**src/rtl/result_serial.sv**
```systemverilog
// result_serial: takes wide result vectors through a one-deep pending buffer and
// streams them out as STR_WIDTH beats, flagging the last beat of each frame.
module result_serial #(
  parameter int CFG_DWIDTH = 32,
  parameter int CFG_AWIDTH = 5,
  parameter int CFG_ADDR   = 6,
  parameter int DEPTH_NB   = 16,
  parameter int IMG_WIDTH  = 16,
  parameter int STR_WIDTH  = 64
) (
  input  logic                          clk,
  input  logic                          rst,
  input  logic [CFG_DWIDTH-1:0]         cfg_data,
  input  logic [CFG_AWIDTH-1:0]         cfg_addr,
  input  logic                          cfg_valid,
  input  logic [IMG_WIDTH*DEPTH_NB-1:0] up_data,
  input  logic                          up_val,
  output logic                          up_rdy,
  output logic [STR_WIDTH-1:0]          dn_data,
  output logic                          dn_last,
  output logic                          dn_val,
  input  logic                          dn_rdy,
  output logic                          busy
);

  localparam int VEC_W = IMG_WIDTH * DEPTH_NB;
  localparam int BEATS = VEC_W / STR_WIDTH;
  localparam int BC_W  = $clog2(BEATS);
  localparam logic [BC_W-1:0] LAST_BEAT = BC_W'(BEATS - 1);

  localparam logic [1:0] ST_IDLE = 2'b01;
  localparam logic [1:0] ST_SEND = 2'b10;

  logic [1:0]       state_r;
  logic [1:0]       state_nxt_s;
  logic [VEC_W-1:0] pend_r;
  logic             pend_val_r;
  logic [VEC_W-1:0] sr_r;
  logic [VEC_W-1:0] sr_nxt_s;
  logic [BC_W-1:0]  beat_cnt_r;
  logic [BC_W-1:0]  beat_cnt_nxt_s;
  logic [15:0]      vec_cnt_r;
  logic [15:0]      vec_cnt_nxt_s;
  logic [15:0]      frame_nb_r;
  logic             send_s;
  logic             beat_acc_s;
  logic             last_s;
  logic             unload_s;
  logic             up_acc_s;
  logic             cfg_hit_s;
  logic             cfg_unused_s;

  assign send_s       = (state_r == ST_SEND);
  assign last_s       = send_s & (beat_cnt_r == LAST_BEAT) & (vec_cnt_r >= frame_nb_r);
  assign beat_acc_s   = send_s & dn_rdy;
  assign up_rdy       = ~pend_val_r & ~rst;
  assign up_acc_s     = up_val & up_rdy;
  assign cfg_hit_s    = cfg_valid & (cfg_addr == CFG_AWIDTH'(CFG_ADDR));
  assign cfg_unused_s = ^cfg_data[CFG_DWIDTH-1:16];

  // Outputs come straight from state: the low slice of the shift register is the current beat.
  assign dn_data = sr_r[STR_WIDTH-1:0];
  assign dn_val  = send_s;
  assign dn_last = last_s;
  assign busy    = pend_val_r | send_s;

  // Serialiser next-state: load from pend, shift per accepted beat, reload without a bubble.
  always_comb begin
    state_nxt_s    = state_r;
    sr_nxt_s       = sr_r;
    beat_cnt_nxt_s = beat_cnt_r;
    vec_cnt_nxt_s  = vec_cnt_r;
    unload_s       = 1'b0;
    case (state_r)
      ST_IDLE: begin
        if (pend_val_r) begin
          sr_nxt_s       = pend_r;
          beat_cnt_nxt_s = {BC_W{1'b0}};
          unload_s       = 1'b1;
          state_nxt_s    = ST_SEND;
        end else begin
          state_nxt_s    = ST_IDLE;
        end
      end
      ST_SEND: begin
        if (beat_acc_s) begin
          if (beat_cnt_r == LAST_BEAT) begin
            beat_cnt_nxt_s = {BC_W{1'b0}};
            if (last_s) begin
              vec_cnt_nxt_s = 16'd0;
            end else begin
              vec_cnt_nxt_s = vec_cnt_r + 16'd1;
            end
            if (pend_val_r) begin
              sr_nxt_s    = pend_r;
              unload_s    = 1'b1;
              state_nxt_s = ST_SEND;
            end else begin
              sr_nxt_s    = sr_r >> STR_WIDTH;
              state_nxt_s = ST_IDLE;
            end
          end else begin
            beat_cnt_nxt_s = beat_cnt_r + BC_W'(1);
            sr_nxt_s       = sr_r >> STR_WIDTH;
          end
        end else begin
          state_nxt_s = ST_SEND;
        end
      end
      default: begin
        state_nxt_s    = ST_IDLE;
        beat_cnt_nxt_s = {BC_W{1'b0}};
      end
    endcase
  end

  // Serialiser state, shift register and frame counter.
  always_ff @(posedge clk) begin
    if (rst) begin
      state_r    <= ST_IDLE;
      sr_r       <= {VEC_W{1'b0}};
      beat_cnt_r <= {BC_W{1'b0}};
      vec_cnt_r  <= 16'd0;
    end else begin
      state_r    <= state_nxt_s;
      sr_r       <= sr_nxt_s;
      beat_cnt_r <= beat_cnt_nxt_s;
      vec_cnt_r  <= vec_cnt_nxt_s;
    end
  end

  // Pending buffer: filled by the upstream handshake, emptied when the serialiser loads it.
  always_ff @(posedge clk) begin
    if (rst) begin
      pend_r     <= {VEC_W{1'b0}};
      pend_val_r <= 1'b0;
    end else if (up_acc_s) begin
      pend_r     <= up_data;
      pend_val_r <= 1'b1;
    end else if (unload_s) begin
      pend_val_r <= 1'b0;
    end else begin
      pend_val_r <= pend_val_r;
    end
  end

  // Frame length register; a write lands immediately, the current comparison sees the old value.
  always_ff @(posedge clk) begin
    if (rst) begin
      frame_nb_r <= 16'd0;
    end else if (cfg_hit_s) begin
      frame_nb_r <= cfg_data[15:0];
    end else begin
      frame_nb_r <= frame_nb_r;
    end
  end

endmodule
```
**config.mk**
```make
export PLATFORM = sky130hd
export DESIGN_NAME = result_serial
export DESIGN_NICKNAME = d
export VERILOG_FILES = /design/src/rtl/result_serial.sv
export SDC_FILE = /design/constraint.sdc
export NUM_CORES = 1
export LEC_CHECK = 0
export ABC_AREA = 1
export ABC_CLOCK_PERIOD_IN_PS = 1600
export BUFFER_PORTS_ARGS = -buffer_cell sky130_fd_sc_hd__buf_2
export CORE_ASPECT_RATIO = 0.9
export CORE_MARGIN = 3
export CORE_UTILIZATION = 50
export CTS_BUF_LIST = sky130_fd_sc_hd__clkbuf_8
export DETAILED_ROUTE_END_ITERATION = 7
export PLACE_DENSITY = 0.78
export SYNTH_ARGS = -nofsm -noshare
export SYNTH_HDL_FRONTEND = slang
export SYNTH_SLANG_ARGS = --single-unit
```
**constraint.sdc**
```tcl
create_clock -name clk -period 1.6 [get_ports clk]
set_clock_uncertainty 0.1 [all_clocks]
set_input_delay 0.08 -clock clk [delete_from_list [all_inputs] [get_ports clk]]
set_output_delay 0.08 -clock clk [all_outputs]
set_load 0.1 [all_outputs]
```
==> results.yml, run 1 <==
logic_synthesis:
  synth_edf_count: 0
  syn-instance-count: 2810
  ys_warn_count: 0
  synth.distinct_cells: 35
  avgSynthCellArea_um2: 7.74
  synth_area_um2: 21800
  synth_flop_cell: "dfxtp_1"
  synth_area_leaders: "dfxtp_1 51%, nand2_1 10%, a21oi_1 9.8%"
  yosysTopAreaCell: "dfxtp_1"
  synth_top_area_share_pct: 50.5
  ys_ff_latch: 549
  seq_area_frac_synth_pct: 50.5
  synth_nets: 3128
  synth_common_cells: "602 x nand2_1, 549 x dfxtp_1, 425 x a21oi_1, 349 x o21ai_0, 207 x nand3_1"
  synthArstFlopShare_pct: 0
  synth_most_common_cell: "nand2_1"
cts:
  htreeDepth: 3
  numCtsBuffers: 87
  cts_sinks: 549
  cts-root-buf: "clkbuf_8"
  clock_path_buffers: 3
global_route:
  gr-total-overflow: 146
  track_usage_pct: 78.4
  grt_max_degree: 86
die:
  die_h_um: 204
  ios: 366
  rows: 71
  fp.dieW_um: 226
  initial_core_util_pct: 51.4
outcome:
  outcome: "stopped before the end"
  failing_step: "5_1_grt"
  firstError: "[ERROR GRT-0232] Routing congestion too high. Check the congestion heatmap in the GUI."
placed_design:
  io_buffer_count: 349
  hpwlAfterDp_um: 44600
  place_congestion: 0.897
  pre_cts_slack_ns: -0.318
timing:
  worstEpCategory: "top-level output"
  crit_endpoint: "dn_last"
[logic make-up after synthesis]
group	Yosys count	share of synthesized area (%)
mux	1	0.0460
flops	549	50.5
buf+inv	492	10.2
xor+xnor	7	0.282
fa+ha+maj	20	1.15
simple gates	874	16.6
compound gates	867	21.3
[metal layers]
layer | overflow | GRT usage [%]
met3 | 2 | 69.8
met4 | 76 | 79.6
met2 | 67 | 92.1
met1 | 1 | 75.3
met5 | 0 | 39.4
[per-stage QoR]
stage,cells,cell area (um^2),hold slack (ns)
3_3_place_gp,3595,25400,0.167
2_1_floorplan,2810,23000,0.0789
4_1_cts,4214,35700,0.00436
3_5_place_dp,3595,25400,0.172
[repair_timing]
action,CTS
gates resized for setup,840
setup buffers,89
setup endpoints to repair,354
hold endpoints to repair,323
pin swaps,94
cloned,77
hold buffers,303
==> run 2, diff against run 1 <==
- ABC_CLOCK_PERIOD_IN_PS: 1600 -> 2100
- CORE_ASPECT_RATIO: 0.9 -> unset
- CORE_UTILIZATION: 50 -> 35
- CTS_BUF_LIST: sky130_fd_sc_hd__clkbuf_8 -> unset
- PLACE_DENSITY: 0.78 -> unset
- PLACE_DENSITY_LB_ADDON: unset -> 0.15
- clock period: 1.6 -> 2.1 ns (I/O delays scaled with it)
==> run 2 against run 1 <==
Effect of this change: the flow now finishes, with violations (setup timing); synthesized area is the same; synthesized cell count did not move.
==> results.yml, run 2 <==
cts:
  cts-root-buf: "clkbuf_16"
  clk_pin_slew_worst_paths_ns: 0.06
  numCtsBuffers: 59
  htreeDepth: 2
  clock_path_buffers: 3
  cts_sinks: 549
  clock_latency_ns: 0.62
  cts_tree: "done"
placed_design:
  placed_area_um2: 24300
  hpwlAfterDp_um: 42700
  pre_cts_slack_ns: 0.0633
  place_congestion: 0.803
  place_inst: 3792
  io_buffer_count: 349
job:
  drv_cap: 0
logic_synthesis:
  synth_flop_cell: "dfxtp_1"
  synth_area_leaders: "dfxtp_1 51%, nand2_1 10%, a21oi_1 9.8%"
  ys_warn_count: 0
  synth_common_cells: "602 x nand2_1, 549 x dfxtp_1, 425 x a21oi_1, 349 x o21ai_0, 207 x nand3_1"
  synth_edf_count: 0
  synth_top_area_share_pct: 50.5
  synth_area_um2: 21800
  ys_ff_latch: 549
  seq_area_frac_synth_pct: 50.5
  avgSynthCellArea_um2: 7.74
  synth_most_common_cell: "nand2_1"
  syn-instance-count: 2810
  synth_nets: 3128
  yosysTopAreaCell: "dfxtp_1"
  synthArstFlopShare_pct: 0
  synth.distinct_cells: 35
final_layout:
  reg.largest.list: "pend_r x256, sr_r x256"
  syn_to_final_growth_pct: 36.4
  n_fill_cell: 5842
  drive_above_1_share_pct: 17.9
  final_area_um2: 29700
  finalNonFillerCells: 4218
  layout.cells.most_common: "nand2_1"
  final_nets: 3662
  final_cell_mix: "597 x nand2_1, 540 x dfxtp_1, 422 x a21oi_1, 348 x o21ai_0, 347 x buf_2"
timing:
  relSlewSlack_pct: 36.4
  max_freq_mhz: 423
  hold_violations: 0
  fin_setup_tns_ns: -0.265
  worst_slew_pin_slew_ns: 0.950
  post-route-period-util_pct: 113
  timing.final.ws_setup_ns: -0.265
  holdWs_ns: 0.0581
  setup_viol_count_final: 1
  period_minus_slack_ns: 2.37
  grt_setup_unrepaired: "yes"
  maxSlewViolCount: 0
worst_setup_path:
  path_cells: "inv_2 > ha_4 > nand2_4 > nor2_2 > nor2_1 > nand2_1 > nand2_1 > nand2_1 > nand2_1 > nand2_2 > and3_4 > buf_12"
  worstPathMaxFanout: 2
  critPathKind: "reg2out"
  crit_top_cell: "nand2_1"
  cp.arrival_ns: 2.16
  regToRegStartpoint: "state_r[1]"
  crit_start: "frame_nb_r[3]"
  required_ns: 1.89
  cpPeakStageDelay_ns: 0.32
  slowest_stage: "dfxtp_2"
  end_kind: "primary output"
  critPathLaunchType: "register"
global_route:
  track_usage_pct: 20.3
  grt_pass1_wl_um: 110000
  grt_pass1_vias: 20900
  grt_max_degree: 93
  gr-total-overflow: 0
  antenna_found_initial: 0
power:
  p_leak_nw: 13.2
  power_density_nw_per_um2: 1130
  peakVddDrop_uv: 692
outcome:
  failed_checks: "setup timing"
  outcome: "complete, but fails checks"
route:
  wl_met3_um: 2930
  wl_per_cell_um: 16.3
  post-route-drc-count: 0
  top_layer: "met4"
  vias: 20700
  routed_wirelength_um: 68900
  ant_nets: 0
  wl_met1_um: 30600
  wl_met2_um: 33100
  routed_via_density: 4.91
  drt_iter0_markers: 1183
  first_pass_iters: 5
die:
  ios: 366
  die_h_um: 255
  die_area_um2: 65200
  fp.dieW_um: 255
  core-area_um2: 60900
  initial_core_util_pct: 35.7
  rows: 90
worst_hold_path:
  hold_path.class: "in2reg"
  min_from: "rst"
-- run 2: repair_timing --
item	in CTS	in global routing
setup buffers	2	9
pin swaps	6	6
cloned	0	5
endpoints found under the hold margin	287	0
gates resized for setup	19	24
hold buffers	303	0
setup endpoints to repair	2	63
-- run 2: metal layers --
| metal | track usage (%) | up-vias |
|---|---|---|
| met5 | 0 | - |
| met4 | 7.49 | 0 |
| met3 | 3.09 | 131 |
| met2 | 34.9 | 461 |
| met1 | 25.6 | 9773 |
| li1 | - | 10300 |
-- run 2: where the power goes --
| part | switching [mW] | internal [mW] |
|---|---|---|
| clock | 4.33 | 5.91 |
| combinational | 6.97 | 3.21 |
| sequential | 0.949 | 12.3 |
-- run 2: worst max-delay path: cells and delay by family (launching register included) --
kind | cells | cell delay, ns
flip-flops | 1 | 0.32
buffers and inverters | 2 | 0.21
AND/OR/NAND/NOR | 9 | 0.76
adder cells (fa/ha/maj) | 1 | 0.27
-- run 2: cell families after synthesis --
group	count (synthesis)	synth area share, %
AO/OA/AOI/OAI	867	21.3
XOR/XNOR	7	0.282
adder cells (fa/ha/maj)	20	1.15
buffers and inverters	492	10.2
flip-flops	549	50.5
multiplexers	1	0.0460
AND/OR/NAND/NOR	874	16.6
-- run 2: area by class of cell --
cell class	count	area, um^2	area share (%)
Clock inverter	20	194	0.653
Sequential cell	549	11000	37.1
Inverter	208	803	2.71
Multi-Input combinational cell	1769	8710	29.3
Antenna cell	1	2.50	0.00843
Tap cell	828	1040	3.49
Clock buffer	86	1720	5.79
Timing Repair Buffer	757	6220	21.0
-- run 2: per-stage QoR --
step | total power [mW] | utilization (%)
after floorplan | 20.6 | -
after global placement | 22.6 | 39.9
after detailed placement | 22.7 | 39.9
after CTS | 33.5 | 48.2
after global routing | 35.4 | 48.7
final | 33.7 | 48.7
-- run 2: path summary, 6_finish.rpt --
kind,to,slack [ns],cells after the start
worst min register to register,pend_r[217],0.35,2
worst max register to register,sr_r[40],0.10,10
worst max-delay path,dn_last,-0.27,12
worst min-delay path,pend_r[209],0.06,5
No activity file was read; power rests on OpenSTA's default activity.
==> run 3, diff against run 2 <==
- BUFFER_PORTS_ARGS: -buffer_cell sky130_fd_sc_hd__buf_2 -> unset
- CAP_MARGIN: unset -> 0
- DONT_BUFFER_PORTS: unset -> 1
==> run 3 against run 2 <==
Effect of this change: the run still ends with setup timing left; sequential power hardly changed; cell count is 6.9% lower; combinational power hardly changed; sequential share of layout area is 1.8 points higher; sequential cell count stayed put; critical path depth stayed put; global-route usage is 1.2 points lower; die area stayed put; largest cell class unchanged; highest routed layer is now met5; hold slack worse by 0.017 ns; routed wire length is 5.3% lower.
==> results.yml, run 3 (same netlist as run 2, synthesis figures left out) <==
power:
  power_density_nw_per_um2: 1190
  total_power_mw: 33.7
  p_leak_nw: 12.0
  peakVddDrop_uv: 665
global_route:
  grt_max_degree: 123
  antenna_found_initial: 6
  grt_pass1_wl_um: 103000
  track_usage_pct: 19.1
  gr-total-overflow: 0
  grt_pass1_vias: 19300
outcome:
  outcome: "complete, but fails checks"
  failed_checks: "setup timing"
final_layout:
  final_area_um2: 28300
  syn_to_final_growth_pct: 30.0
  drive_above_1_share_pct: 9.69
  layout.cells.most_common: "nand2_1"
  final_cell_mix: "597 x nand2_1, 538 x dfxtp_1, 425 x a21oi_1, 347 x o21ai_0, 307 x dlygate4sd3_1"
  final_nets: 3366
  reg.largest.list: "pend_r x256, sr_r x256"
timing:
  post-route-period-util_pct: 112
  worst_slew_pin_slew_ns: 0.607
  maxSlewViolCount: 0
  hold_violations: 0
  grt_setup_unrepaired: "yes"
  setup_viol_count_final: 1
  timing.final.ws_setup_ns: -0.252
  max_freq_mhz: 425
  fin_setup_tns_ns: -0.252
  relSlewSlack_pct: 59.5
  period_minus_slack_ns: 2.35
route:
  post-route-drc-count: 0
  drt_iter0_markers: 1052
  first_pass_iters: 5
  routed_wirelength_um: 65300
  wl_per_cell_um: 16.6
  routed_via_density: 4.97
  vias: 19500
  ant_nets: 0
placed_design:
  io_buffer_count: 0
  place_congestion: 0.812
  hpwlAfterDp_um: 41400
  placed_area_um2: 22900
cts:
  htreeDepth: 2
  cts_tree: "done"
  cts_sinks: 549
  clock_latency_ns: 0.61
  clk_pin_slew_worst_paths_ns: 0.06
  cts-root-buf: "clkbuf_16"
  clock_path_buffers: 3
  numCtsBuffers: 60
worst_setup_path:
  required_ns: 1.89
  worst_r2r_endpoint: "sr_r[92]"
  worstPathMaxFanout: 2
  end_kind: "primary output"
  cp.arrival_ns: 2.15
  critPathLaunchType: "register"
  critPathKind: "reg2out"
  r2r_cells: 10
  r2r_slack_ns: 0.06
  regToRegStartpoint: "state_r[1]"
die:
  core-area_um2: 60900
  rows: 90
  ios: 366
  initial_core_util_pct: 35.7
  die_h_um: 255
  die_area_um2: 65200
  fp.dieW_um: 255
worst_hold_path:
  min_from: "up_data[25]"
  whs_path_depth: 3
  hold_path.class: "in2reg"
  min_to: "pend_r[25]"
job:
  drv_cap: 0
[run 3: cell types whose count changed in the layout (fill, tap and decap cells not counted), sizes merged]
cell and change:
inv +1, diode +4, clkinv -4, dlygate4sd3 +4, clkinvlp +1, buf -301, clkbuf +6
[run 3: through the flow]
| stage | setup WS (ns) | instances | util, % | hold WS [ns] |
|---|---|---|---|---|
| 5_1_grt | -0.389 | 3927 | 46.4 | 0.0188 |
| 3_3_place_gp | 0.0680 | 3494 | 37.6 | 0.0876 |
| 6_report | -0.252 | 3929 | 46.4 | 0.0416 |
| 2_1_floorplan | 0.0419 | 2810 | - | 0.115 |
| 3_5_place_dp | 0.0131 | 3494 | 37.6 | 0.0887 |
| 4_1_cts | -0.306 | 3913 | 45.9 | 0.00187 |
[run 3: power by group]
part / internal, mW / switching, mW / total [mW]
clock: 6.11 / 4.30 / 10.4
combinational: 3.18 / 6.86 / 10.0
sequential: 12.3 / 0.921 / 13.2
total: 21.6 / 12.1 / 33.7
[run 3: final cells by class]
class | instances | area (um^2)
diodes | 5 | 12.5
clock buffers | 92 | 1790
clock inverters | 18 | 168
fillers | 5988 | 32600
inverters | 208 | 806
multi-input cells | 1769 | 8660
flip-flops and latches | 549 | 11000
well taps | 828 | 1040
repair buffers | 460 | 4800
[run 3: worst max-delay path by stage]
stage                        from         to  cells past startpoint
CTS                 frame_nb_r[3]    dn_last                     12
detailed placement     state_r[1]   sr_r[24]                      9
global route         vec_cnt_r[0]    dn_last                     12
finish               vec_cnt_r[0]    dn_last                     12
global placement       state_r[1]  sr_r[155]                      9
floorplan              state_r[0]  sr_r[193]                      9
[run 3: repair_timing]
item / 4_1_cts / 5_1_grt
hold endpoints to repair: 444 / 0
resized for setup: 15 / 23
setup endpoints to repair: 1 / 70
cloned: 0 / 5
hold buffers: 308 / 0
setup buffers: 1 / 6
pin swaps: 3 / 7
[run 3: worst max-delay path: stages (launching register included)]
cell,delay (ns)
dfxtp_2,0.33
inv_2,0.06
ha_4,0.26
nand2_2,0.04
nor2_2,0.09
nor2_1,0.05
nand2_1,0.07
nand2_1,0.05
nand2_1,0.07
nand2_1,0.06
nand2_2,0.08
and3_4,0.21
buf_12,0.17
[run 3: layer usage]
metal	track usage, %	vias to the layer above	wire (um)
met3	3.80	128	3250
met4	6.64	2	2040
met1	24.3	9198	28900
met2	32.3	421	31000
met5	0	-	13
li1	-	9764	-
==> run 4, diff against run 3 <==
- SKIP_CTS_REPAIR_TIMING: unset -> 1
==> run 4 against run 3 <==
Effect of this change: the flow still finishes with violations (setup timing); fmax fell by 0.90%; via count fell by 0.59%; clock-buffer cell count unchanged; critical endpoint unchanged; sequential share of layout area rose by 0.091 points.
==> results.yml, run 4 (same netlist as run 2, synthesis figures left out) <==
worst_setup_path:
  cpPeakStageDelay_ns: 0.35
  required_ns: 1.89
  path_cells: "inv_2 > ha_4 > nand2_2 > nor2_2 > nor2_1 > nand2_1 > nand2_1 > nand2_1 > nand2_1 > nand2_2 > and3_4 > buf_12"
  critPathKind: "reg2out"
  cpLargestDelayFamily: "simple AND/OR/NAND/NOR gates"
  worst-path-buf-inv: 2
  slowest_stage: "dfxtp_2"
  end_kind: "primary output"
  crit_start: "vec_cnt_r[0]"
  regToRegStartpoint: "state_r[1]"
  cp.arrival_ns: 2.17
  worstPathMaxFanout: 3
  critPathLaunchType: "register"
  crit_top_cell: "nand2_1"
cts:
  numCtsBuffers: 60
  cts_sinks: 549
  htreeDepth: 2
  clock_path_buffers: 3
  clock_latency_ns: 0.61
  cts-root-buf: "clkbuf_16"
  cts_tree: "done"
  clk_pin_slew_worst_paths_ns: 0.06
outcome:
  outcome: "complete, but fails checks"
  failed_checks: "setup timing"
timing:
  timing.final.ws_setup_ns: -0.273
  maxSlewViolCount: 0
  worst_slew_pin_slew_ns: 0.531
  post-route-period-util_pct: 113
  relSlewSlack_pct: 64.6
  period_minus_slack_ns: 2.37
  fin_setup_tns_ns: -0.273
  setup_viol_count_final: 1
  holdWs_ns: 0.0418
  grt_setup_unrepaired: "yes"
  hold_violations: 0
  max_freq_mhz: 421
worst_hold_path:
  min_from: "up_data[154]"
  hold_path.class: "in2reg"
placed_design:
  io_buffer_count: 0
  pre_cts_slack_ns: 0.0131
  place_congestion: 0.812
  hpwlAfterDp_um: 41400
route:
  post-route-drc-count: 0
  ant_nets: 0
  drt_iter0_markers: 1085
  routed_wirelength_um: 65400
  first_pass_iters: 7
  wl_per_cell_um: 16.7
  routed_via_density: 4.95
  vias: 19400
job:
  drv_cap: 0
final_layout:
  final_cell_mix: "597 x nand2_1, 545 x dfxtp_1, 412 x a21oi_1, 349 x o21ai_0, 294 x dlygate4sd3_1"
  final_util_pct: 46.3
  layout.cells.most_common: "nand2_1"
  drive_above_1_share_pct: 9.76
  final_nets: 3354
  reg.largest.list: "pend_r x256, sr_r x256"
  syn_to_final_growth_pct: 29.6
die:
  core-area_um2: 60900
  initial_core_util_pct: 35.7
  ios: 366
  fp.dieW_um: 255
  die_h_um: 255
  rows: 90
  die_area_um2: 65200
power:
  peakVddDrop_uv: 665
  p_leak_nw: 11.9
  power_density_nw_per_um2: 1200
  total_power_mw: 33.9
global_route:
  grt_pass1_vias: 17800
  antenna_found_initial: 6
  track_usage_pct: 18.1
  gr-total-overflow: 0
  grt_max_degree: 123
  grt_pass1_wl_um: 97500
run 4: changes by cell type in the layout (fill, tap and decap cells not counted), sizes merged:
cell and delta:
clkbuf +1, diode +2, dlygate4sd3 -13
run 4: through the flow:
stage | area [um^2] | instances
after CTS | 24800 | 3604
after global routing | 28200 | 3915
after floorplan | 21800 | 2810
final | 28200 | 3919
after global placement | 22900 | 3494
after detailed placement | 22900 | 3494
run 4: final cells by class:
type,count,area [um^2]
multi-input cells,1769,8680
well taps,828,1040
diodes,7,17.5
clock buffers,92,1790
flip-flops and latches,549,11000
fillers,6029,32700
clock inverters,18,168
repair buffers,448,4690
inverters,208,806
run 4: where the power goes:
group          switching, mW  internal (mW)
Sequential             0.939           12.3
Combinational           6.93           3.26
Clock                   4.32           6.11
Total                   12.2           21.7
run 4: metal layers:
| layer | wire length [um] | track usage [%] | up-vias | share of wire, % |
|---|---|---|---|---|
| met3 | 3060 | 4.75 | 102 | 4.7 |
| met4 | 1450 | 4.64 | 2 | 2.2 |
| met5 | 13 | 0 | - | 0.020 |
| li1 | - | - | 9745 | - |
| met1 | 29400 | 23.0 | 9143 | 45 |
| met2 | 31500 | 30.7 | 406 | 48 |
run 4: tightest hold or removal path, cell delays in order:
cell,delay [ns]
dlygate4sd3_1,0.52
nand2_1,0.05
nand2_1,0.05
run 4: worst paths after layout:
check | end | slack [ns] | cells past startpoint
worst min register to register | pend_r[242] | 0.35 | 2
worst max-delay path | dn_last | -0.27 | 12
worst max register to register | sr_r[158] | 0.08 | 10
worst min-delay path | pend_r[154] | 0.04 | 3
